### src/rtl/comparador_pkg.sv
`timescale 1ns/1ps
`default_nettype none
// ============================================================================
// Module      : comparador_pkg
// Description : Shared definitions for the bit-serial magnitude comparator.
//               Holds the FSM state encoding, the default word width and the
//               next-state equation of the running "A greater so far" flag.
// Revision    : 1.0 - initial release
// ============================================================================
package comparador_pkg;

    // Default operand width in bits.
    localparam int c_default_width = 8;

    // Controller states, explicitly encoded.
    typedef enum logic [1:0] {
        IDLE  = 2'd0,
        SHIFT = 2'd1,
        DONE  = 2'd2
    } state_t;

    // One iterative comparison cell, evaluated right to left.
    // Equal bits keep x.
    // A differing bit overrides x, so later (more significant) bits win.
    function automatic logic x_next(input logic a, input logic b, input logic x);
        return (a & ~b) | (x & ~b) | (x & a);
    endfunction

endpackage : comparador_pkg
`default_nettype wire

### src/rtl/registro_desplazamiento.sv
`timescale 1ns/1ps
`default_nettype none
// ============================================================================
// Module      : registro_desplazamiento
// Description : WIDTH-bit parallel-load, shift-right register with the LSB
//               presented as the serial output. Load has priority over shift.
// Ports       : clk     - clock
//               rst     - asynchronous active-high clear
//               i_load  - parallel load of i_data
//               i_shift - shift right by one, zero filled at the MSB
//               i_data  - parallel load value
//               o_ser   - current LSB
// Revision    : 1.0 - initial release
// ============================================================================
module registro_desplazamiento #(
    parameter int WIDTH = 8
) (
    input  logic             clk,
    input  logic             rst,
    input  logic             i_load,
    input  logic             i_shift,
    input  logic [WIDTH-1:0] i_data,
    output logic             o_ser
);

    logic [WIDTH-1:0] r_data;

    always_ff @(posedge clk or posedge rst) begin
        if (rst) begin
            r_data <= '0;
        end else if (i_load) begin
            r_data <= i_data;
        end else if (i_shift) begin
            r_data <= {1'b0, r_data[WIDTH-1:1]};
        end
    end

    assign o_ser = r_data[0];

endmodule : registro_desplazamiento
`default_nettype wire

### src/rtl/comparador_serial.sv
`timescale 1ns/1ps
`default_nettype none
// ============================================================================
// Module      : comparador_serial
// Description : Bit-serial magnitude comparator. Accepts two N-bit words on a
//               start/ready handshake, walks their bit pairs LSB first, and
//               reports the active-low result Z (0: A > B, 1: A <= B).
// Ports       : clk       - clock
//               reset     - asynchronous active-high reset
//               start     - compare request, honoured only while ready
//               A, B      - operands, sampled when start is accepted
//               ready     - idle and able to accept start
//               a_ser     - current A bit (LSB first)
//               b_ser     - current B bit
//               bit_valid - a_ser/b_ser carry a live bit pair
//               done      - one-cycle pulse, Z updated this cycle
//               Z         - active-low result, holds between comparisons
// Revision    : 1.0 - initial release
// ============================================================================
module comparador_serial
    import comparador_pkg::*;
#(
    parameter int N = c_default_width
) (
    input  logic         clk,
    input  logic         reset,
    input  logic         start,
    input  logic [N-1:0] A,
    input  logic [N-1:0] B,
    output logic         ready,
    output logic         a_ser,
    output logic         b_ser,
    output logic         bit_valid,
    output logic         done,
    output logic         Z
);

    localparam int                 c_cnt_w = (N > 1) ? $clog2(N) : 1;
    localparam logic [c_cnt_w-1:0] c_last  = c_cnt_w'(N - 1);

    state_t             r_state;
    logic [c_cnt_w-1:0] r_cnt;
    logic               r_x;
    logic               r_ready;
    logic               r_done;
    logic               r_bit_valid;
    logic               r_z;

    logic               w_load;
    logic               w_shift;

    assign w_load  = (r_state == IDLE) && start;
    assign w_shift = (r_state == SHIFT);

    registro_desplazamiento #(.WIDTH(N)) u_reg_a (
        .clk     (clk),
        .rst     (reset),
        .i_load  (w_load),
        .i_shift (w_shift),
        .i_data  (A),
        .o_ser   (a_ser)
    );

    registro_desplazamiento #(.WIDTH(N)) u_reg_b (
        .clk     (clk),
        .rst     (reset),
        .i_load  (w_load),
        .i_shift (w_shift),
        .i_data  (B),
        .o_ser   (b_ser)
    );

    // Handshake outputs are registered from the state being entered, so they
    // line up with r_state on the same edge.
    always_ff @(posedge clk or posedge reset) begin
        if (reset) begin
            r_state     <= IDLE;
            r_cnt       <= '0;
            r_x         <= 1'b0;
            r_ready     <= 1'b1;
            r_done      <= 1'b0;
            r_bit_valid <= 1'b0;
            r_z         <= 1'b1;
        end else begin
            r_done <= 1'b0;
            case (r_state)
                IDLE: begin
                    if (start) begin
                        r_state     <= SHIFT;
                        r_x         <= 1'b0;
                        r_cnt       <= '0;
                        r_ready     <= 1'b0;
                        r_bit_valid <= 1'b1;
                    end
                end
                SHIFT: begin
                    r_x <= x_next(a_ser, b_ser, r_x);
                    // Counter stops at N-1 instead of overflowing; it is
                    // cleared again on the next load.
                    if (r_cnt == c_last) begin
                        r_state     <= DONE;
                        r_bit_valid <= 1'b0;
                    end else begin
                        r_cnt <= r_cnt + 1'b1;
                    end
                end
                DONE: begin
                    r_z     <= ~r_x;
                    r_done  <= 1'b1;
                    r_ready <= 1'b1;
                    r_state <= IDLE;
                end
                default: begin
                    r_state     <= IDLE;
                    r_ready     <= 1'b1;
                    r_bit_valid <= 1'b0;
                end
            endcase
        end
    end

    assign ready     = r_ready;
    assign done      = r_done;
    assign bit_valid = r_bit_valid;
    assign Z         = r_z;

endmodule : comparador_serial
`default_nettype wire
### config.mk
export PLATFORM = sky130hd
export DESIGN_NAME = comparador_serial
export DESIGN_NICKNAME = d
export VERILOG_FILES = /design/src/rtl/comparador_pkg.sv /design/src/rtl/registro_desplazamiento.sv /design/src/rtl/comparador_serial.sv
export SDC_FILE = /design/constraint.sdc
export NUM_CORES = 1
export LEC_CHECK = 0
export CAP_MARGIN = 20
export CORE_MARGIN = 2
export CORE_UTILIZATION = 30
export DETAILED_ROUTE_END_ITERATION = 8
export HOLD_SLACK_MARGIN = 0.08
export SLEW_MARGIN = 0
export SYNTH_ARGS = -nofsm -noshare
export SYNTH_HDL_FRONTEND = slang
export SYNTH_HIERARCHICAL = 1
export SYNTH_SLANG_ARGS = --single-unit
### constraint.sdc
create_clock -name clk -period 2.2 [get_ports clk]
set_clock_uncertainty 0.1 [all_clocks]
set_input_delay 0.33 -clock clk [delete_from_list [all_inputs] [get_ports clk]]
set_output_delay 0.33 -clock clk [all_outputs]
set_load 0.01 [all_outputs]
; ---- Yosys cells after proc, flatten, opt, wreduce, memory -nomap -nowiden
; Index checks and enable logic that the tools add are counted.
[totals]
n_memories = 0
ram_bits = 0
out_inout_bits = 6
latchBits = 0
rom_bits = 0
regBits = 26
[op_classes]
mul = 0
n_lt_le_gt_ge = 0
n_mux = 17
div = 0
eq_ne = 6
reduce_logical = 9
addsub = 1
shifts = 0
n_bitwise = 9
[ops]
columns = op, n
row1 = two-way mux 8 bit, 4
row2 = two-way mux 3 bit, 2
row3 = inequality test 2 bit (second input constant), 3
row4 = case mux 3 bit (2 select lines), 1
row5 = AND reduction 2 bit, 3
row6 = AND reduction 3 bit, 2
row7 = two-way mux 1 bit, 4
row8 = two-way mux 2 bit, 2
row9 = inverter 1 bit, 4
row10 = case mux 1 bit (2 select lines), 2
row11 = case mux 2 bit (2 select lines), 1
row12 = nonzero test 2 bit, 2
row13 = adder 3 x 1 -> 3 bit (second input constant), 1
row14 = bitwise AND 1 bit, 3
row15 = == test 3 bit (second input constant), 1
row16 = case mux 1 bit (3 select lines), 1
row17 = == test 2 x 1 -> 1 bit (second input constant), 1
row18 = == test 2 bit (second input constant), 1
row19 = logical NOT 2 bit, 1
row20 = OR 1 bit, 2
row21 = logical AND 1 bit, 1

; ---- Logic depth before layout (Yosys ltp)
; Gate-level depths: netlist of the first run.
[depth]
depth_word = 5
depth_mapped = 6
ltp_nobuf = 5

; ---- By module
; The synthesis of the first run kept the hierarchy.
[by_module_without_submodules]
columns = mod, seq_area_each_um2, cells_per_inst, area_each_um2, n_inst
row1 = registro_desplazamiento, 200.2, 35, 372.9, 2
row2 = comparador_serial, 252.7, 40, 461.7, 1

; ---- Worst setup path before layout of the first run
; OpenSTA, ideal clock, no wires.
[synth_timing]
path_type = register to register
from = register r_state[0]
to = register u_reg_a.r_data[0]
synth_period_minus_slack_ns = 1.673
required_time_ns = 1.979
arrival_time_ns = 1.451
path_buffers = 2
setup_time_ns = 0.121
path_slack_ns = 0.527
stages_incl_launch_ff = 6
path_cell_list = dfrtp_1 -> buf_2 -> nand2b_1 -> nor2_1 -> buf_6 -> o21ai_1
[synth_via]
elab_chain_len = 3
[synth_lines]
columns = element, line
row1 = from (decl), comparador_serial.sv:41  ; state_t r_state;
row2 = from (signal assigned), comparador_serial.sv:77  ; r_state <= IDLE;
row3 = from (signal assigned), comparador_serial.sv:89  ; r_state <= SHIFT;
row4 = from (signal assigned), comparador_serial.sv:101  ; r_state <= DONE;
row5 = logical NOT 2 bit *, comparador_serial.sv:52  ; assign w_load = (r_state == IDLE) && start;
row6 = logical AND 1 bit *, comparador_serial.sv:52
row7 = net w_load, comparador_serial.sv:49  ; logic w_load;
row8 = two-way mux 8 bit or nonzero test 2 bit (tied branches), --
row9 = to (signal assigned), registro_desplazamiento.sv:32  ; r_data <= i_data;
row10 = to (signal assigned), registro_desplazamiento.sv:34  ; r_data <= {1'b0, r_data[WIDTH-1:1]};
row11 = to (decl), registro_desplazamiento.sv:26  ; logic [WIDTH-1:0] r_data;
; Mark *: on every way through the listed nets, which the timed path passes. The rest lies on a longest branch.
; A chain may end at the register's enable or synchronous reset.

; ---- Worst setup path in the final report of the first run
[layout_timing]
from = register r_ready (netlist: ready)
to = output port ready
[layout_rtl]
columns = element, line
row1 = from (decl), comparador_serial.sv:44  ; logic r_ready;
row2 = from (signal assigned), comparador_serial.sv:80  ; r_ready <= 1'b1;
row3 = from (signal assigned), comparador_serial.sv:92  ; r_ready <= 1'b0;
row4 = from (signal assigned), comparador_serial.sv:110  ; r_ready <= 1'b1;
row5 = to (decl), comparador_serial.sv:30  ; output logic ready,
; No word-level cell between the ends.

==> results of run 1 <==
-- power breakdown --
group	switching (mW)	internal [mW]	total [mW]	leakage, nW
logic	0.326	0.405	0.731	0.374
clock network	0.135	0.129	0.264	0.0228
registers	0.146	0.682	0.828	0.324
-- stage by stage --
stage | hold slack [ps] | setup WS, ps
after detailed placement | 354 | 380
final | 276 | 439
after floorplan | 45.7 | 527
after global placement | 345 | 429
after CTS | 287 | 426
after global routing | 310 | 393
-- layer usage --
metal | GRT usage | vias to the layer above
li1 | - | 427
met1 | 0.139 | 408
met2 | 0.175 | 17
met3 | 0.0400 | 2
met4 | 0.0459 | 0
met5 | 0 | -
-- worst reg2reg max path: stages, from the launching register on --
cell and delay, ps:
dfrtp_1 510, nand2b_1 280, nor2_2 120, buf_4 290
nand2b_1 150, o21ai_0 70
-- cell usage after synthesis (all sizes together) --
| cell | count | area share |
|---|---|---|
| o21bai | 1 | 0.0093 |
| a22o | 5 | 0.036 |
| inv | 4 | 0.012 |
| dfstp | 2 | 0.044 |
| mux2i | 14 | 0.12 |
| and2 | 1 | 0.0052 |
| nand2 | 17 | 0.053 |
| a21oi | 2 | 0.0083 |
| buf | 5 | 0.041 |
| nand2b | 5 | 0.026 |
| a21o | 1 | 0.0062 |
| o22ai | 1 | 0.0052 |
| nand3b | 1 | 0.0062 |
| ha | 2 | 0.021 |
| nand3 | 2 | 0.0083 |
| mux2 | 1 | 0.0093 |
| o21ai | 16 | 0.066 |
| o21a | 1 | 0.0062 |
| nor2b | 1 | 0.0052 |
| nor2 | 3 | 0.011 |
| and2b | 1 | 0.0062 |
| dfrtp | 24 | 0.50 |
-- registers in the layout, indices dropped and copies added (netlist names) --
| name | flops |
|---|---|
| r_state | 2 |
| done | 1 |
| Z | 1 |
| ready | 1 |
| u_reg_b/r_data | 8 |
| u_reg_a/r_data | 8 |
| bit_valid | 1 |
| r_x | 1 |
| r_cnt | 3 |
-- path summary, 6_finish.rpt --
kind | depth (start not counted) | start | slack [ps] | endpoint
min in group clk | 1 | r_x | 360 | Z
setup / recovery | 1 | ready | 440 | ready
max in group asynchronous | 2 | reset | 1390 | ready
hold reg to reg | 1 | r_x | 360 | Z
hold / removal | 2 | reset | 280 | u_reg_b/r_data[0]
setup reg to reg | 5 | r_state[0] | 570 | u_reg_a/r_data[7]
-- logic make-up after synthesis --
kind of cell / count (synthesis)
flops: 26
simple gates: 31
buf+inv: 9
mux: 15
compound gates: 27
fa+ha+maj: 2
-- final cells by class --
| class | instances | area [um^2] | area share |
|---|---|---|---|
| sequential | 26 | 653 | 0.429 |
| multi-input combinational | 75 | 492 | 0.323 |
| timing repair buffer | 26 | 255 | 0.168 |
| tap | 50 | 62.6 | 0.0411 |
| clock buffer | 4 | 45.0 | 0.0296 |
| inverter | 4 | 15.0 | 0.00986 |
==> metrics.md, run 1 <==
| Metric | Value |
|---|---|
| Outcome | `finished, final reports clean` |
| Pin count of the biggest net entering global routing | `33` |
| Total power | `1.82 mW` |
| Post-synthesis sequential area ratio | `0.541` |
| Post-synthesis mux area share | `0.125` |
| Worst-Skew Late Latency | `260 ps` |
| Wl on met1 | `1000 um` |
| Root buf cell | `clkbuf_8` |
| Setup Crit Path Kind | `reg2out` |
| I/O Buffers | `24` |
| Cell family with most CP delay | `flip-flops` |
| Max-slew headroom | `0.750` |
| RSZ-0062 raised after global routing | `false` |
| Die width | `67.4 um` |
| Post-layout minimum cycle time | `1760 ps` |
| Synthesized area | `1210 um^2` |
| Register bit total from synthesis | `26` |
| Hold Path Class | `in2async` |
| H-tree depth | `1` |
| Initial antenna violation count | `0` |
| Synthesized instance count | `110` |
| Largest family of logic cells by synthesized area | `compound AO/OA/AOI/OAI gates` |
| Core area | `3940 um^2` |
| FILL cells | `393` |
| Placed Area | `1480 um^2` |
| Met3 WL | `115 um` |
| Simple-gate share of the synthesized area | `0.121` |
| Clock buffer count from CTS | `3` |
| First-pass GRT wire length | `3730 um` |
| Final period utilization | `0.801` |
| HPWL Detailed | `1590 um` |
| Dpl cells | `181` |
| Critical path capture point type | `primary output` |
| Post-Layout Cell Count | `185` |
| Pwr/cell area | `1200 nW/um^2` |
| Vias in the first global route | `814` |
| Most frequent cells in the layout | `dfrtp_1 (24), clkdlybuf4s50_1 (24), nand2_1 (17)` |
| Share of layout cells above drive strength 1 | `0.0815` |
| Antenna viol nets, final | `0` |
| Count of cell types in the netlist | `25` |
| Clock Pin Slew Worst Setup and Hold Paths | `80 ps` |
| DRT iter0 DRCs | `44` |
| Initial core utilization | `0.306` |
| Fmax achieved | `0.568 GHz` |
| Slew Limit Fails | `0` |
| Crit Path Max Fanout | `2` |
| Max incr delay on CP | `540 ps` |
| Crit path DAT | `1330 ps` |
| Compound-Gate Fraction of Synth Area | `0.138` |
| Synth Area in Adders | `0.0207` |
| Ant. Diodes | `0` |
| Max Cap Viol | `0` |
| CTS tree | `built` |
| Die area | `4550 um^2` |
| Synth Area in XOR/XNOR | `0` |
| WP buf/inv | `1` |
| Syn_nets | `131` |
| Final nets | `157` |
| Crit path cell chain | `clkdlybuf4s50_1` |
| Leakage | `0.721 nW` |
| Slew @ Worst Pin | `374 ps` |
| Highest routed layer | `met4` |
| Synthesized area per cell | `11.0 um^2` |
| Met2 Wirelength | `1010 um` |
| TritonRoute pass-1 iters | `2` |
| Clk sinks | `26` |
| Final cell utilization of the core | `0.386` |
| Tot GR Track Use | `0.111` |
| Final instance area | `1520 um^2` |
| Worst path required time | `1770 ps` |
| Synthesis Warnings | `6` |
| TNS Setup | `0 ps` |
| Routed via count | `854` |
| DR WL/cell | `11.6 um` |
| Setup violations, final | `0` |
| Maximum VDD drop | `0.571 mV` |
| Setup Fix Bufs, Post-CTS | `0` |
| Resized cells post-CTS | `0` |
| GP Congestion | `0.716` |
| Ports | `25` |
| Hold_buf cts | `0` |
| Area Overhead vs Synth | `26.1%` |
| Via-per-instance ratio | `4.62` |
| CP max stage cell | `dfstp_2` |
| Final hold viol count | `0` |
| Drt total wl | `2150 um` |
| Clock Tree Buf Depth | `2` |
| Drc violations | `0` |
| Die Ht | `67.4 um` |
| Std cell rows | `23` |
| Critical Path Start Type | `flop` |
| GR Overflow Total | `0` |
(Power assumes the default switching activity.)
==> run 2: changes to the inputs <==
- clock period: 2.2 -> 1.41 ns (I/O delays scaled with it)
==> metrics.md, run 2 (synthesis gave the netlist of run 1 again) <==
| Metric | Value |
|---|---|
| DP Worst Slack | `-141 ps (was 380 ps)` |
| WP buf/inv | `0 (was 1)` |
| Drt total wl | `2270 um (was 2150 um)` |
| Post-layout minimum cycle time | `1430 ps` |
| Max Cap Viol | `0 (unchanged)` |
| Initial core utilization | `0.306 (unchanged)` |
| Die Ht | `67.4 um (unchanged)` |
| Via-per-instance ratio | `4.37 (was 4.62)` |
| Commonest non-fill, non-tap cell in the layout | `dfrtp_1` |
| Root buf cell | `clkbuf_8 (unchanged)` |
| Setup violations, final | `1 (was 0)` |
| Final period utilization | `1.01` |
| CP max stage cell | `dfrtp_1 (was dfstp_2)` |
| Fin Hold WS | `153 ps (was 276 ps)` |
| Routed via count | `874 (was 854)` |
| GP Congestion | `0.761 (was 0.716)` |
| Crit path DAT | `1490 ps (was 1330 ps)` |
| Drc violations | `0 (unchanged)` |
| Cell family with most CP delay | `flip-flops (unchanged)` |
| Ant. Diodes | `0 (unchanged)` |
| Slew Limit Fails | `0 (unchanged)` |
| Worst path required time | `1470 ps (was 1770 ps)` |
| Maximum VDD drop | `0.649 mV (was 0.571 mV)` |
| HPWL Detailed | `1710 um (was 1590 um)` |
| CTS tree | `built (unchanged)` |
| Most frequent cells in the layout | `dfrtp_1 (24), clkdlybuf4s50_1 (18), nand2_1 (17) (was dfrtp_1 (24), clkdlybuf4s50_1 (24), nand2_1 (17))` |
| Ports | `25 (unchanged)` |
| DRT iter0 DRCs | `24 (was 44)` |
| Failing checks | `negative setup slack` |
| Most used cell along the critical path | `ha_4` |
| Critical Path Start Type | `flop (unchanged)` |
| Max-slew headroom | `0.744 (was 0.750)` |
| Final cell utilization of the core | `0.436 (was 0.386)` |
| Die width | `67.4 um (unchanged)` |
| Critical path capture point type | `flop (was primary output)` |
| Clock Pin Slew Worst Setup and Hold Paths | `90 ps (was 80 ps)` |
| First-pass GRT wire length | `3990 um (was 3730 um)` |
| Initial antenna violation count | `0 (unchanged)` |
| Crit path from | `r_cnt[1] (was ready)` |
| Core area | `3940 um^2 (unchanged)` |
| Area Overhead vs Synth | `42.4% (was 26.1%)` |
| DR WL/cell | `11.3 um (was 11.6 um)` |
| Final nets | `172 (was 157)` |
| Crit path cell chain | `ha_4 > ha_4 > mux2_2 > a22o_1 (was clkdlybuf4s50_1)` |
| Final WS setup | `-18.5 ps (was 439 ps)` |
| H-tree depth | `1 (unchanged)` |
| Vias in the first global route | `926 (was 814)` |
| Antenna viol nets, final | `0 (unchanged)` |
| Pin count of the biggest net entering global routing | `19 (was 33)` |
| Setup Crit Path Kind | `reg2reg (was reg2out)` |
| Worst-Skew Late Latency | `260 ps (about the same)` |
| Fmax achieved | `0.700 GHz` |
| Clk sinks | `26 (unchanged)` |
| I/O Buffers | `24 (unchanged)` |
| Crit Path Max Fanout | `6 (was 2)` |
| Hold Path Class | `in2async (unchanged)` |
| Clock Tree Buf Depth | `2 (unchanged)` |
| Outcome | `finished, violations left (was finished, final reports clean)` |
| Reg-to-Reg Start | `r_cnt[1] (was r_state[0])` |
| Slew @ Worst Pin | `383 ps (was 374 ps)` |
| TritonRoute pass-1 iters | `4 (was 2)` |
| Largest registers | `u_reg_a/r_data: 8 flops, u_reg_b/r_data: 8 flops, r_cnt: 3 flops (unchanged)` |
| Final hold viol count | `0 (unchanged)` |
| GR Overflow Total | `0 (unchanged)` |
| Pwr/cell area | `1940 nW/um^2 (was 1200 nW/um^2)` |
| RSZ-0062 raised after global routing | `true (was false)` |
| Max incr delay on CP | `420 ps (was 540 ps)` |
| Die area | `4550 um^2 (unchanged)` |
| Clock buffer count from CTS | `3 (unchanged)` |
| Std cell rows | `23 (unchanged)` |
| Tot GR Track Use | `0.117 (was 0.111)` |
| Hold_buf cts | `0 (unchanged)` |
| Leakage | `0.835 nW (was 0.721 nW)` |
| Share of layout cells above drive strength 1 | `0.200 (was 0.0815)` |
## run 2: cell types whose count changed in the layout (fill, tap and decap cells not counted), moves of 2 or more
cell / before / now
nor2_2: 2 / 0
dlygate4sd2_1: 0 / 4
ha_4: 0 / 2
buf_6: 0 / 2
nor2_4: 0 / 2
ha_1: 2 / 0
clkdlybuf4s50_1: 24 / 18
clkdlybuf4s15_1: 0 / 2
buf_4: 2 / 14
## run 2: final timing paths
check	cells past startpoint	endpoint	slack, ps
setup / recovery	4	r_cnt[0]	-20
hold / removal	2	u_reg_b/r_data[7]	150
setup reg to reg	4	r_cnt[0]	-20
hold reg to reg	1	Z	340
max in group asynchronous	2	ready	710
min in group clk	1	Z	340
## run 2: routing by layer
| layer | vias up | track usage | share of wire |
|---|---|---|---|
| met5 | - | 0 | 0 |
| met4 | 0 | 0.0459 | 0.0057 |
| met3 | 2 | 0.0217 | 0.036 |
| met2 | 17 | 0.199 | 0.49 |
| met1 | 397 | 0.146 | 0.47 |
| li1 | 458 | - | - |
## run 2: where the power goes
| group | switching, mW | total, mW | internal, mW |
|---|---|---|---|
| registers | 0.189 | 1.25 | 1.06 |
| logic | 0.626 | 1.47 | 0.843 |
| clock network | 0.228 | 0.608 | 0.380 |
| total | 1.04 | 3.33 | 2.29 |
## run 2: area by class of cell
| type | count | area [um^2] |
|---|---|---|
| Clock buffer | 3 | 41.3 |
| Clock inverter | 1 | 30.0 |
| Fill cell | 368 | 2220 |
| Inverter | 4 | 15.0 |
| Multi-Input combinational cell | 75 | 534 |
| Sequential cell | 26 | 653 |
| Tap cell | 50 | 62.6 |
| Timing Repair Buffer | 41 | 383 |
## run 2: through the flow
stage | TNS [ps] | total power [mW] | instance area, um^2 | std cells
2_1_floorplan | 0 | 2.20 | 1230 | 110
3_3_place_gp | -698 | 2.62 | 1590 | 191
3_5_place_dp | -1460 | 2.67 | 1590 | 191
4_1_cts | -15.0 | 3.30 | 1680 | 199
5_1_grt | -150 | 3.58 | 1720 | 200
6_report | -18.5 | 3.33 | 1720 | 200
## run 2: what timing repair did
action / in CTS / in global routing
endpoints found under the hold margin: 0 / 0
gates resized for setup: 7 / 6
pin swaps: 0 / 2
setup buffers: 4 / 1
setup endpoints to repair: 7 / 16
## run 2: worst reg2reg max path, stage by stage, from the launching register on
cell and delay [ps]:
dfrtp_1 420, ha_4 180, ha_4 180, mux2_2 260, a22o_1 180
==> run 3: changes to the inputs <==
- CTS_CLUSTER_SIZE: unset -> 30
==> results of run 3 <==
Same layout as run 2: the final DEF is identical, and so are final timing and power.
